===== config.mk =====
export PLATFORM = sky130hd
export DESIGN_NAME = nn_stage_ctrl_fifo
export DESIGN_NICKNAME = d
export VERILOG_FILES = /design/src/rtl/nn_stage_ctrl_fifo.sv
export SDC_FILE = /design/constraint.sdc
export NUM_CORES = 1
export LEC_CHECK = 0
export CORE_MARGIN = 5
export CORE_UTILIZATION = 35
export DETAILED_ROUTE_END_ITERATION = 7
export PLACE_DENSITY = 0.76
export SLEW_MARGIN = 20
export SYNTH_ARGS = -nofsm -noshare
export SYNTH_HDL_FRONTEND = slang
export SYNTH_SLANG_ARGS = --single-unit

===== constraint.sdc =====
create_clock -name clk -period 2.2 [get_ports clk]
set_clock_uncertainty 0.15 [all_clocks]
set_input_delay 0.44 -clock clk [delete_from_list [all_inputs] [get_ports clk]]
set_output_delay 0.44 -clock clk [all_outputs]
set_load 0.02 [all_outputs]

===== src/rtl/nn_stage_ctrl_fifo.sv =====
// Input-buffer controller for one NN layer stage: stores vectors into slots and replays each one for several read passes.
// Optional STAGE_FIFO_FLUSH_EN adds a synchronous flush input that discards all stored and partial vectors.
module nn_stage_ctrl_fifo #(
    parameter int DATA_W   = 32,
    parameter int LEN_W    = 3,
    parameter int DEPTH_W  = 3,
    parameter int PASS_W   = 2,
    parameter int TAP_W    = 4,
    parameter int PIPE_DLY = 12
) (
    input  logic                     clk,
    input  logic                     reset,
    input  logic [LEN_W-1:0]         cfg_length,
    input  logic [DEPTH_W-1:0]       cfg_depth,
    input  logic [PASS_W-1:0]        cfg_passes,
    input  logic [DATA_W-1:0]        in_data,
    input  logic                     in_vld,
    output logic                     in_rdy,
    input  logic                     rd_stall,
`ifdef STAGE_FIFO_FLUSH_EN
    input  logic                     flush,
`endif
    output logic                     mem_wr_en,
    output logic [DEPTH_W+LEN_W-1:0] mem_wr_addr,
    output logic [DATA_W-1:0]        mem_wr_data,
    output logic [DEPTH_W+LEN_W-1:0] mem_rd_addr,
    output logic                     rd_en,
    output logic                     pass_done,
    output logic                     vec_done,
    output logic [TAP_W-1:0]         tap_addr,
    output logic [DEPTH_W:0]         occupancy,
    output logic                     active_pre,
    output logic                     active,
    output logic                     dbg_state
);

    typedef enum logic {IDLE = 1'b0, RUN = 1'b1} state_t;

    state_t               state;
    logic [LEN_W-1:0]     wr_word;
    logic [LEN_W-1:0]     rd_word;
    logic [DEPTH_W-1:0]   wr_slot;
    logic [DEPTH_W-1:0]   rd_slot;
    logic [PASS_W-1:0]    pass_cnt;
    logic [DEPTH_W:0]     occ_next;
    logic [PIPE_DLY-1:0]  dly;
    logic                 accept;
    logic                 wr_last;
    logic                 flush_c;

`ifdef STAGE_FIFO_FLUSH_EN
    assign flush_c = flush;
`else
    assign flush_c = 1'b0;
`endif

    // Handshake: a word transfers in any cycle where in_vld and in_rdy are both high;
    // in_rdy depends only on registered occupancy (and flush), never on in_vld.
    assign in_rdy      = (occupancy <= {1'b0, cfg_depth}) & ~flush_c;
    assign accept      = in_vld & in_rdy;
    assign wr_last     = accept & (wr_word == cfg_length);
    assign mem_wr_en   = accept;
    assign mem_wr_data = in_data;
    assign mem_wr_addr = {wr_slot, wr_word};
    assign mem_rd_addr = {rd_slot, rd_word};

    assign rd_en     = (state == RUN) & ~rd_stall & ~flush_c;
    assign pass_done = rd_en & (rd_word == cfg_length);
    assign vec_done  = pass_done & (pass_cnt == cfg_passes);
    assign dbg_state = state;

    always_comb begin
        occ_next = occupancy;
        if (wr_last & ~vec_done)
            occ_next = occupancy + (DEPTH_W+1)'(1);
        else if (~wr_last & vec_done)
            occ_next = occupancy - (DEPTH_W+1)'(1);
    end

    always_ff @(posedge clk) begin
        if (reset || flush_c) begin
            state     <= IDLE;
            wr_word   <= '0;
            wr_slot   <= '0;
            rd_word   <= '0;
            rd_slot   <= '0;
            pass_cnt  <= '0;
            tap_addr  <= '0;
            occupancy <= '0;
        end else begin
            if (accept) begin
                if (wr_word == cfg_length) begin
                    wr_word <= '0;
                    wr_slot <= (wr_slot == cfg_depth) ? '0 : wr_slot + DEPTH_W'(1);
                end else begin
                    wr_word <= wr_word + LEN_W'(1);
                end
            end
            if (rd_en) begin
                tap_addr <= tap_addr + TAP_W'(1);
                if (pass_done) begin
                    rd_word <= '0;
                    if (vec_done) begin
                        pass_cnt <= '0;
                        tap_addr <= '0;
                        rd_slot  <= (rd_slot == cfg_depth) ? '0 : rd_slot + DEPTH_W'(1);
                    end else begin
                        pass_cnt <= pass_cnt + PASS_W'(1);
                    end
                end else begin
                    rd_word <= rd_word + LEN_W'(1);
                end
            end
            occupancy <= occ_next;
            // Leaving RUN only when the buffer drains keeps back-to-back vectors bubble-free.
            case (state)
                IDLE:    if (occupancy != '0) state <= RUN;
                RUN:     if (vec_done && (occ_next == '0)) state <= IDLE;
                default: state <= IDLE;
            endcase
        end
    end

    // Delay line tracks rd_en through the MAC pipeline; flush does not clear it.
    always_ff @(posedge clk) begin
        if (reset)
            dly <= '0;
        else
            dly <= {dly[PIPE_DLY-2:0], rd_en};
    end

    assign active     = dly[PIPE_DLY-1];
    assign active_pre = dly[PIPE_DLY-3];

endmodule

==> impl_results.md <==
- H-Tree Depth: 2
- Clk pwr share: 30.4%
- Slew @ Worst Pin: roughly 0.42 ns
- Area Growth Syn to Fin: 33.3%
- Worst EP required: approximately 2.3 ns
- Post-synthesis average cell area: 8.99 sq um
- WL final: around 4000 um
- CTS Sinks: 35
- Sw Ratio: a little under 30%
- Initial Utilization: 35.5%
- Detail Placement HPWL: about 3000 um
- TritonRoute pass-1 iters: 4
- FF+latch area: 706 sq um
- FILL cells: 526
- Post-DRT Antenna Nets: 0
- Leakage dissipation: approximately 1.1 nW
- First-pass GRT wire length: between 6000 and 7000 um
- Hold Crit Class: flop to flop
- Overall power: roughly 1.7 mW
- Fraction of layout cells with a size suffix above 1: approximately 28%
- CTS tree: yes
- All-Layer GR Usage: a little under an eighth
- Post-synth cell types: 36
- Antenna fix cells: 0
- Most common cell after layout, fill and taps aside: dfxtp_1
- Cell taking the most area after synthesis: dfxtp_1
- Vias in the first global route: ~1500
- Tmin final: around 2.2 ns
- RD Place Congestion: about 0.8
- Maximum VDD drop: 0.281 mV
- Combinational share of power: about 28%
- CORE AREA: around 0.0054 sq mm
- Cell area power density: around 660 mW/mm^2
- Via density: 4.63
- Final #Nets: around 310
- Post-Syn Area: about 0.0019 sq mm
- Final Max Slew Viols: 0
- Slew margin rel.: a little under three quarters
- Final Hold Viols: 0
- Number of DRC markers in iteration 0: 64
- Synth top area cells: dfxtp_1, buf_4, xor2_1
- Post-synth top area share: 36.2%
- Largest net degree at the start of global routing: 22
- Mapped Cells: 215
- CTS root buffer: clkbuf_8
- Port bufs: 39
- Placement row count: 27
- Placed cell area: about 0.0024 sq mm
- Final WS setup: approximately 0.048 ns
- DRC: 0
- Crit path max fanout: 5
- Commonest cells after routing, fill and taps aside: dfxtp_1, buf_4, clkdlybuf4s50_1
- Setup crit start kind: flop
- Register area share after synthesis: a little over a third
- CTS Buf Count: 5
- Placed cell count: about 310
- Die W: between 80 and 90 um
- Warnings, synthesis: 0
- Vias: approximately 1500
- Die Height: between 80 and 90 um
- Setup TNS: 0 ns
- Max Freq: 465 MHz
- Multi-input gate area: between 0.001 and 0.0015 sq mm
- Worst slack at placement: -0.857 ns
- Number of synthesized register bits: 35
- Switch Pwr: just over 0.5 mW
- Kind of critical path: flop to flop
- Fin crit share: between 90 and 100%
- Crit. End Element: flop
- Drt wl/cell: between 10 and 15 um
- Status: finished, final reports clean
- Worst EP arrival: between 2 and 2.5 ns
- Sequential Power Share: 41.1%
- Die area: a little over 0.007 sq mm
- Clk pin slew, worst setup/hold paths: approximately 0.070 ns
- Final setup vio count: 0
- Non-filler cells in the finished layout: ~330
- Clk_lat worst skew: 0.29 ns
- Hold Buf Count CTS: 0
- IO Count: about 100
- GR Overflow Total: 0
- Internal power: between 1 and 1.5 mW
- Clk buf depth: 2
- Syn Nets: 270
- Final instance area: 0.00258 sq mm
- Max-Cap Viols: 0
- Initial antenna violation count: 0
## synth_stat cells
master,instances
and4b_1,1
nor4_4,1
o221ai_1,1
nand3_4,1
xor2_1,17
a31oi_1,1
maj3_1,1
or4b_1,2
o41ai_1,1
dfxtp_1,35
a2bb2oi_1,1
nand2b_1,2
o21ai_0,4
buf_4,32
clkbuf_1,5
and3_1,1
nor2b_1,12
nand3_1,4
a221oi_1,2
nor3_1,14
and2_1,1
nand4_1,2
inv_1,7
nand3b_1,2
xnor2_1,5
nor3b_1,3
nor3_2,1
clkinv_2,1
nand2_1,7
or2_2,2
nor4b_1,1
nor2_1,16
ha_1,11
buf_6,2
o21a_1,1
a21oi_1,15
## area by class of cell
type,instances,share of cell area (%)
clock buffer,7,3.74
tap,72,3.50
sequential,35,27.4
timing repair buffer,70,23.8
clock inverter,1,0.291
inverter,8,1.36
multi-input combinational,133,40.0
## critical path: stages, from the launching register on
cell      delay (ns)
dfxtp_2         0.33
ha_2            0.18
or2_4           0.23
o221ai_4        0.19
nand4_1         0.18
buf_6           0.17
maj3_1          0.35
a221oi_1        0.28
## flip-flops by register name, summed over array words and instances (netlist names), 2 cells and up
| signal | count |
|---|---|
| wr_slot | 3 |
| rd_slot | 3 |
| dly | 12 |
| pass_cnt | 2 |
| wr_word | 3 |
| occupancy | 4 |
| tap_addr | 4 |
| rd_word | 3 |
## kinds of logic after synthesis
group | Yosys count | share of synthesized area [%]
AOI/OAI and AO/OA | 26 | 7.90
xor gates and xnor gates | 22 | 9.97
adders and majority gates | 12 | 7.64
buffers and inverters | 47 | 16.2
DFF | 35 | 36.2
and+or+nand+nor | 73 | 22.1
## path summary, 6_finish.rpt
path	from	endpoint	slack, ns	cells after the start
worst max-delay path	occupancy[2]	occupancy[1]	0.05	7
worst min-delay path	dly[1]	dly[2]	0.29	1
worst max register to register	occupancy[2]	occupancy[1]	0.05	7
worst min register to register	dly[1]	dly[2]	0.29	1
## through the flow
step / hold WS (ns) / util [%]
2_1_floorplan: 0.264 / -
3_3_place_gp: 0.269 / 43.5
3_5_place_dp: 0.275 / 43.5
4_1_cts: 0.292 / 46.7
5_1_grt: 0.304 / 47.4
6_report: 0.288 / 47.4
## power groups by stage
stage | logic (mW) | registers [mW] | clock network, mW
floorplan | 0.303 | 0.747 | 0
global placement | 0.439 | 0.708 | 0
detailed placement | 0.449 | 0.707 | 0
CTS | 0.481 | 0.701 | 0.538
global route | 0.536 | 0.709 | 0.566
finish | 0.488 | 0.703 | 0.520
## what timing repair did
item | CTS | global route
pin swaps | 5 | 9
setup buffers | 1 | 3
resized for setup | 45 | 11
cloned | 0 | 1
setup endpoints to repair | 17 | 10
## per-layer routing
layer	vias up	track usage, %	share of wire [%]	wire [um]
met4	0	5.99	1.8	72
met1	695	13.3	45	1790
met2	39	18.6	47	1900
met5	-	0	0	0
li1	767	-	-	-
met3	9	3.83	6.2	247
Power figures use the tool's default switching activity.
